==> src/rtl/sig_conv_pkg.sv <==
// Shared types and constants for the BCD-to-signed-binary converter.
package sig_conv_pkg;

    localparam int ACC_W = 10;

    localparam logic [ACC_W-1:0] MAX_POS_MAG = 10'd127;
    localparam logic [ACC_W-1:0] MAX_NEG_MAG = 10'd128;
    localparam logic [3:0]       BCD_MAX     = 4'd9;

    typedef enum logic [1:0] {
        IDLE,
        ACC_T,
        ACC_U,
        RESOLVE
    } state_t;

endpackage

==> src/rtl/bcd_acc_step.sv <==
// One decimal accumulation step: acc_out = acc_in*10 + digit, using shifts.
import sig_conv_pkg::*;

module bcd_acc_step (
    input  logic [ACC_W-1:0] acc_in,
    input  logic [3:0]       digit,
    output logic [ACC_W-1:0] acc_out
);

    // Valid inputs never exceed 999, so the 10-bit sum cannot wrap.
    assign acc_out = (acc_in << 3) + (acc_in << 1) + ACC_W'(digit);

endmodule

==> src/rtl/sig_3digit_to_8bit.sv <==
// Three BCD digits plus sign -> 8-bit two's-complement, 3-cycle start/done handshake.
// Optional: define SIG3_TO_8_SAT_EN to saturate on overflow instead of forcing zero.
import sig_conv_pkg::*;

module sig_3digit_to_8bit (
    input  logic       clk,
    input  logic       rst_n,
    input  logic       start,
    input  logic [3:0] hundreds,
    input  logic [3:0] tens,
    input  logic [3:0] units,
    input  logic       sign,
    output logic       busy,
    output logic       done,
    output logic [7:0] signed_num,
    output logic       err_digit,
    output logic       overflow
);

    state_t           state_q;
    logic [ACC_W-1:0] acc_q;
    logic [ACC_W-1:0] acc_d;
    logic [3:0]       tens_q;
    logic [3:0]       units_q;
    logic             sign_q;
    logic             err_q;
    logic             done_q;
    logic [7:0]       num_q;
    logic             err_digit_q;
    logic             overflow_q;
    logic [3:0]       step_digit;
    logic             mag_too_big;
    logic [7:0]       ovf_value;
    logic [7:0]       norm_value;

    // The same step unit serves both accumulation states; only the digit differs.
    assign step_digit = (state_q == ACC_T) ? tens_q : units_q;

    bcd_acc_step u_step (
        .acc_in  (acc_q),
        .digit   (step_digit),
        .acc_out (acc_d)
    );

    assign mag_too_big = sign_q ? (acc_q > MAX_NEG_MAG) : (acc_q > MAX_POS_MAG);
    // Magnitude 128 negated in 8 bits is 8'h80, which is exactly -128.
    assign norm_value  = sign_q ? 8'(~acc_q[7:0] + 8'd1) : acc_q[7:0];

`ifdef SIG3_TO_8_SAT_EN
    assign ovf_value = sign_q ? 8'h80 : 8'h7F;
`else
    assign ovf_value = 8'h00;
`endif

    always_ff @(posedge clk or negedge rst_n) begin
        if (!rst_n) begin
            state_q     <= IDLE;
            acc_q       <= '0;
            tens_q      <= '0;
            units_q     <= '0;
            sign_q      <= 1'b0;
            err_q       <= 1'b0;
            done_q      <= 1'b0;
            num_q       <= '0;
            err_digit_q <= 1'b0;
            overflow_q  <= 1'b0;
        end else begin
            done_q <= 1'b0;
            case (state_q)
                IDLE: begin
                    if (start) begin
                        tens_q  <= tens;
                        units_q <= units;
                        sign_q  <= sign;
                        err_q   <= (hundreds > BCD_MAX) || (tens > BCD_MAX) || (units > BCD_MAX);
                        acc_q   <= ACC_W'(hundreds);
                        state_q <= ACC_T;
                    end
                end
                ACC_T: begin
                    acc_q   <= acc_d;
                    state_q <= ACC_U;
                end
                ACC_U: begin
                    acc_q   <= acc_d;
                    state_q <= RESOLVE;
                end
                RESOLVE: begin
                    done_q  <= 1'b1;
                    state_q <= IDLE;
                    if (err_q) begin
                        num_q       <= 8'h00;
                        err_digit_q <= 1'b1;
                        overflow_q  <= 1'b0;
                    end else if (mag_too_big) begin
                        num_q       <= ovf_value;
                        err_digit_q <= 1'b0;
                        overflow_q  <= 1'b1;
                    end else begin
                        num_q       <= norm_value;
                        err_digit_q <= 1'b0;
                        overflow_q  <= 1'b0;
                    end
                end
                default: state_q <= IDLE;
            endcase
        end
    end

    assign busy       = (state_q != IDLE);
    assign done       = done_q;
    assign signed_num = num_q;
    assign err_digit  = err_digit_q;
    assign overflow   = overflow_q;

endmodule

==> config.mk <==
export PLATFORM = sky130hd
export DESIGN_NAME = sig_3digit_to_8bit
export DESIGN_NICKNAME = d
export VERILOG_FILES = /design/src/rtl/sig_conv_pkg.sv /design/src/rtl/bcd_acc_step.sv /design/src/rtl/sig_3digit_to_8bit.sv
export SDC_FILE = /design/constraint.sdc
export NUM_CORES = 1
export LEC_CHECK = 0
export ABC_AREA = 1
export BUFFER_PORTS_ARGS = -buffer_cell sky130_fd_sc_hd__clkbuf_2
export CAP_MARGIN = 10
export CORE_MARGIN = 5
export CORE_UTILIZATION = 57
export CTS_CLUSTER_DIAMETER = 30
export CTS_CLUSTER_SIZE = 28
export DETAILED_ROUTE_END_ITERATION = 7
export GPL_TIMING_DRIVEN = 1
export PLACE_DENSITY = 0.9
export REMOVE_ABC_BUFFERS = 1
export SYNTH_ARGS = -nofsm -noshare
export SYNTH_HDL_FRONTEND = slang
export SYNTH_HIERARCHICAL = 1
export SYNTH_SLANG_ARGS = --single-unit
==> constraint.sdc <==
create_clock -name clk -period 3.6 [get_ports clk]
set_clock_uncertainty 0.15 [all_clocks]
set_input_delay 0.54 -clock clk [delete_from_list [all_inputs] [get_ports clk]]
set_output_delay 0.54 -clock clk [all_outputs]
set_load 0.05 [all_outputs]
==> impl_results.md, run 1 <==
- Outcome: completed
- PortBufs: 27
- # rows: 22
- CTS resizes: 0
- Die area: 0.00503 mm²
- Max-Cap Viols: 0
- Netlist Area Pre-Place: 0.00211 mm²
- WS Path Type: reg -> reg
- Hold WC Path Type: in -> async
- Fill cells: 323
- Endpoint class of the critical path: flip-flop
- TNS Setup: 0 ns
- Clock buffer depth: 2
- Min Tclk post-route: between 2 and 3 ns
- Largest fanout on the critical path: 8
- CP delay by family, top: adder cells
- Top cell type's share of synthesized area: between 30% and 40%
- Htree depth: 2
- CP max-delay cell: fa_1
- Async S/R FF share, synth: 100%
- Number of global-route vias before repair: 1735
- CP arrival: 2.86 ns
- Syn_area_per_cell: 7.80 µm²
- Worst-path clk slew: roughly 0.060 ns
- WL per Instance: 12.3 µm
- Pin count of the biggest net entering global routing: 34
- Root Buffer: clkbuf_8
- Synth warn: 6
- Area Overhead vs Synth: 12.1%
- Post-route ant nets: 0
- Ports: 28
- Nets: 337
- Period Utilization, post-route: 78.5%
- Num CTS Buffers: 5
- Ant. Diodes: 0
- Initial Util: 58.2%
- Detailed Place HPWL: 3380 µm
- Post-CTS Setup Bufs: 0
- Slew HR: 46.4%
- Top post-synthesis cells by area: dfrtp_1 39%, nand2_1 15%, ha_1 11%
- Synth cell types: 28
- Layout cells sized above 1: 16.0%
- Die Wd: between 70 and 80 µm
- #FFs+latches synth: 33
- Initial antenna violation count: 0
- Core Region: 0.00363 mm²
- Final Hold Viols: 0
- First-pass GRT wire length: 7160 µm
- CP max stage delay: 0.49 ns
- Hold_buf cts: 0
- Synth area leader: dfrtp_1
- Initial detailed-routing violation count: around 120
- Most used flip-flop cell after synthesis: dfrtp_1
- RSZ-0062 raised after global routing: no
- Vias: 1798
- DRC errors left: 0
- Worst Tran Pin Value: between 0.8 and 0.9 ns
- GRT Total Usage: 17.9%
- Most common cell on crit path: nand2_1
- 1st-pass router iterations: 4
- Worst-Skew Late Latency: 0.29 ns
- WP buf/inv: 3
- EDFF count, synth: 0
- Top cells by count, synth: 83 x nand2_1, 37 x inv_1, 33 x dfrtp_1
- Count leader, synth: nand2_1
- Global placer's final weighted congestion: between 0.8 and 0.9
- Max-slew violation count: 0
- Final setup viols: 0
- WP data required: 3.63 ns
- Vias per inst: 5.17
- Crit start category: flip-flop
- Critical Path, Cell by Cell: inv_1 > ha_1 > nand2_1 > o21ai_0 > inv_1 > fa_1 > inv_1 > fa_1 > nand2_1 > nand2_1 > nand3b_1 > nand2_1 > nand2_1 > nand2_1 > nand3_1 > nand2_1
- CTS tree: yes
- Fmax: 354 MHz
- Mapped Cells: approximately 270
- DIE HEIGHT: slightly above 70 µm
- Overflow after GRT: 0
- Register area share after synthesis: 39.1%
- CTS Sinks: 33
- WL final: 4280 µm
## path summary, 6_finish.rpt
path                                    to  depth (start not counted)        from  slack (ns)
max in group asynchronous       units_q[3]                          1       rst_n        2.62
worst max register to register    acc_q[8]                         16  state_q[1]        0.78
worst max-delay path              acc_q[8]                         16  state_q[1]        0.78
min in group clk                 tens_q[0]                          3     tens[0]        0.30
worst min-delay path              acc_q[5]                          1       rst_n        0.18
worst min register to register   tens_q[0]                          2   tens_q[0]        0.33
## flip-flops by register name, indices dropped and copies added, names as in the netlist
| name | count |
|---|---|
| overflow | 1 |
| done | 1 |
| signed_num | 8 |
| units_q | 4 |
| err_digit | 1 |
| state_q | 2 |
| err_q | 1 |
| acc_q | 10 |
| sign_q | 1 |
| tens_q | 4 |
## layout make-up
cell class | instances | area (µm²) | share of cell area, %
clock buffer | 7 | 86.3 | 3.65
inverter | 41 | 154 | 6.50
multi-input combinational | 192 | 1110 | 46.8
sequential | 33 | 826 | 34.9
tap | 48 | 60.1 | 2.54
timing repair buffer | 27 | 135 | 5.71
## kinds of logic (layout without fill, tap and decap cells)
group / count (synthesis) / after routing / synth area share, %
DFF: 33 / 33 / 39.1
buffers and inverters: 46 / 75 / 8.53
xor gates and xnor gates: 5 / 5 / 2.07
adders and majority gates: 21 / 21 / 13.1
and+or+nand+nor: 125 / 125 / 25.8
AOI/OAI and AO/OA: 41 / 41 / 11.4
## layout by cell type, fill, tap and decap left out
cell | netlist | final
nand2_1 | 83 | 83
inv_1 | 37 | 37
dfrtp_1 | 33 | 33
clkbuf_2 | 0 | 27
o21ai_0 | 24 | 24
ha_1 | 19 | 19
nand3_1 | 17 | 17
nor2_1 | 14 | 14
o21ai_1 | 6 | 6
clkbuf_8 | 0 | 6
inv_2 | 4 | 4
o211ai_1 | 4 | 4
xor2_1 | 3 | 3
o21ai_2 | 3 | 3
nor2_2 | 2 | 2
a21oi_1 | 2 | 2
nand2_4 | 2 | 2
nand3b_1 | 2 | 2
xnor2_1 | 2 | 2
fa_1 | 2 | 2
nand2_2 | 1 | 1
nand3_4 | 1 | 1
a41oi_1 | 1 | 1
nand4_1 | 1 | 1
clkbuf_1 | 1 | 1
a21oi_4 | 1 | 1
or2_4 | 1 | 1
or2_1 | 1 | 1
## per-layer routing
layer | track usage (%) | share of wire, %
met3 | 5.54 | 4.9
met2 | 31.2 | 50
met1 | 21.3 | 43
met5 | 0 | 0
met4 | 4.59 | 2.4
## stage by stage
stage               utilization (%)  cells  hold WS [ns]  instance area (µm²)  setup slack (ns)
finish                         65.2    348         0.176                 2370             0.775
global route                   65.2    348         0.251                 2370             0.536
CTS                            65.2    348         0.193                 2370             0.748
detailed placement             62.8    341         0.316                 2280             0.773
global placement               62.8    341         0.314                 2280             0.913
floorplan                         -    266        0.0944                 2090              1.02
Power of run 1 is not shown: default switching activity piles up to over one toggle a cycle in this logic, so the estimate is an artifact.
==> run 2: changes to the inputs <==
--- a/config.mk
+++ b/config.mk
@@ -5,7 +5,7 @@
 export SDC_FILE = /design/constraint.sdc
 export NUM_CORES = 1
 export LEC_CHECK = 0
-export ABC_AREA = 1
+export ABC_AREA = 0
 export BUFFER_PORTS_ARGS = -buffer_cell sky130_fd_sc_hd__clkbuf_2
 export CAP_MARGIN = 10
 export CORE_MARGIN = 5
==> constraint.sdc (replaced) <==
create_clock -name clk -period 2.65 [get_ports clk]
set_clock_uncertainty 0.15 [all_clocks]
set_input_delay 0.3975 -clock clk [delete_from_list [all_inputs] [get_ports clk]]
set_output_delay 0.3975 -clock clk [all_outputs]
set_load 0.05 [all_outputs]
==> run 2 against run 1 <==
Effect of this change:
- the run now ends with negative setup slack left
- setup slack worse by 0.92 ns
- sequential share of layout area grew 0.24 points
- final area fell by 0.69%
- flip-flop and latch count stayed put
- via count is 16% lower
- synthesized cell count is 36% lower
- register-to-register slack worse by 0.92 ns
- critical path type unchanged
- routed wire length is 3.1% higher
==> impl_results.md, run 2 <==
- Outcome: complete, but fails checks
- Failing checks: negative setup slack
- Die area: 0.00471 mm² (-6.2%)
- Synth Area in XOR/XNOR: 5.81% (+3.7 points)
- Min Hold Slack: 0.148 ns (-0.0285 ns)
- Main combinational cell family by area after synthesis: compound AO/OA/AOI/OAI gates
- Top cells by count, synth: 33 x dfrtp_1, 19 x ha_1, 14 x mux2_2
- FF-to-FF setup slack: -0.14 ns (-0.92 ns)
- Worst-Skew Late Latency: 0.33 ns (+0.04 ns)
- Post-synthesis mux area share: 9.06% (+9.1 points)
- Min Tclk post-route: 2.79 ns (-0.0324 ns)
- Crit start category: flip-flop
- PortBufs: 27 (unchanged)
- Most used flip-flop cell after synthesis: dfrtp_1
- Synth cell types: 38 (+36%)
- Initial Util: 58.8% (+0.59 points)
- Area Overhead vs Synth: 20.0%
- Pin count of the biggest net entering global routing: 34 (unchanged)
- Worst Tran Pin Value: 0.799 ns (-0.00533 ns)
- Top post-synthesis cells by area: dfrtp_1 42%, ha_1 12%, mux2_2 8.0%
- Ports: 28 (unchanged)
- Final setup viols: 5 (+5)
- Global placer's final weighted congestion: 0.868 (+3.3%)
- Htree depth: 2 (unchanged)
- Final WS setup: -0.143 ns (-0.918 ns)
- Fill cells: 231 (-28%)
- Async S/R FF share, synth: 100% (unchanged)
- Initial antenna violation count: 0 (unchanged)
- Mapped Cells: 173 (-36%)
- Register area share after synthesis: 42.1% (+3.0 points)
- Post-synthesis adder-cell area fraction: 14.2% (+1.0 points)
- #FFs+latches synth: 33 (unchanged)
- EDFF count, synth: 0 (unchanged)
- Root Buffer: clkbuf_4
- Period Utilization, post-route: 105% (+27 points)
- Clock buffer depth: 2 (unchanged)
- Endpoint class of the critical path: flip-flop
- Biggest register: acc_q
- Max-slew violation count: 0 (unchanged)
- Vias per inst: 5.78 (+12%)
- Post-Synth Simple-Gate Area: 7.15% (-19 points)
- Syn_area_per_cell: 11.3 µm² (+45%)
- Core Region: 0.00334 mm² (-8.2%)
- Initial detailed-routing violation count: 138 (+19%)
- Slew HR: 46.7% (+0.36 points)
- TNS Setup: -0.634 ns (-0.634 ns)
- DRC errors left: 0 (unchanged)
- Final Hold Viols: 0 (unchanged)
- WL per Instance: 17.0 µm (+38%)
- RSZ-0062 raised after global routing: yes
- Overflow after GRT: 0 (unchanged)
- GRT Total Usage: 20.6% (+2.8 points)
- CP arrival: 2.87 ns (about the same)
- Hold WC Path Type: in -> reg
- WS Path Type: reg -> reg
- Detailed Place HPWL: 2950 µm (-13%)
- Worst-path clk slew: 0.10 ns (+0.04 ns)
- Number of global-route vias before repair: 1490 (-14%)
- CTS Sinks: 33 (unchanged)
- Nets: 250 (-26%)
- Synth area leader: dfrtp_1
- 1st-pass router iterations: 4 (unchanged)
- Top cell type's share of synthesized area: 42.1% (+3.0 points)
- Largest register FFs: 10 (unchanged)
- Max-Cap Viols: 0 (unchanged)
- Num CTS Buffers: 5 (unchanged)
- CTS tree: yes
- Vias: 1503 (-16%)
- Largest fanout on the critical path: 3 (-5)
- Ant. Diodes: 0 (unchanged)
- DIE HEIGHT: 68.7 µm (-3.2%)
- Fmax: 358 MHz (+1.2%)
- Synth warn: 6 (unchanged)
- # rows: 21 (-4.5%)
- WL final: 4410 µm (+3.1%)
- Die Wd: 68.7 µm (-3.2%)
- Most common cell after layout, fill and taps aside: dfrtp_1
- Count leader, synth: dfrtp_1
- Layout cells sized above 1: 35.5% (+20 points)
- Compound-cell area share of the yosys netlist: 17.9% (+6.5 points)
- Post-route ant nets: 0 (unchanged)
- WP data required: 2.73 ns (-0.90 ns)
- Util after Layout: 70.5% (+5.3 points)
- Most frequent cells in the layout: 33 x dfrtp_1, 27 x clkbuf_2, 14 x ha_1, 12 x mux2_2, 10 x buf_4
- Netlist Area Pre-Place: 0.00196 mm² (-7.2%)
- First-pass GRT wire length: 7110 µm (-0.67%)
==> run 2: cell types whose count changed in the layout (fill, tap and decap cells not counted), sizes merged, moves of 8 or more <==
cell,change
nand2,-78
inv,-29
o21ai,-24
nand3,-18
mux2,+14
nor2,-12
buf,+10
a21oi,+8
==> run 2: cells by family (layout without fill, tap and decap cells) <==
logic type / count (synthesis) / in the layout
buf+inv: 18 / 59
simple gates: 23 / 23
fa+ha+maj: 21 / 21
flops: 33 / 33
mux: 16 / 16
compound gates: 49 / 49
xor+xnor: 13 / 13
==> run 2: worst max-delay path, cell delays in order (launching register included) <==
cell	delay (ns)
dfrtp_1	0.40
inv_2	0.09
ha_4	0.16
buf_4	0.12
mux2_4	0.32
ha_4	0.18
ha_4	0.16
fa_2	0.40
a21oi_2	0.20
o211ai_2	0.10
a21oi_2	0.14
xnor2_1	0.07
a22o_1	0.19
==> run 2: what timing repair did <==
item                       4_1_cts  5_1_grt
hold endpoints to repair         7        0
setup endpoints to repair        5        6
hold buffers                     1        0
pin swaps                       13        3
resized for setup               14        2
buffers inserted                 2        1
==> run 2: final timing paths <==
check,from,endpoint,cells after the start
min reg2reg,signed_num[5],signed_num[5],1
max in group asynchronous,rst_n,tens_q[3],2
min in group asynchronous,rst_n,overflow,2
max,state_q[1],acc_q[8],12
min,units[0],units_q[0],2
max reg2reg,state_q[1],acc_q[8],12
==> run 2: through the flow <==
stage | setup WS (ns) | instances | area (µm²)
3_3_place_gp | -0.216 | 248 | 2180
2_1_floorplan | -0.192 | 168 | 1940
3_5_place_dp | -0.272 | 248 | 2180
6_report | -0.143 | 260 | 2350
5_1_grt | -0.237 | 260 | 2350
4_1_cts | -0.128 | 259 | 2330
==> run 2: area by class of cell <==
type / count / area (µm²) / share of cell area (%)
flip-flops and latches: 33 / 826 / 35.1
repair buffers: 38 / 220 / 9.36
well taps: 46 / 57.6 / 2.45
clock inverters: 3 / 17.5 / 0.745
multi-input cells: 122 / 1140 / 48.7
inverters: 13 / 48.8 / 2.07
clock buffers: 5 / 37.5 / 1.60
==> run 2: layer usage <==
metal	GRT usage, %	up-vias	routed length (µm)
met1	26.0	708	1850
met5	0	-	0
met2	34.3	75	2140
li1	-	704	-
met3	5.19	16	289
met4	6.95	0	130
Power of run 2 is left out for the same reason.
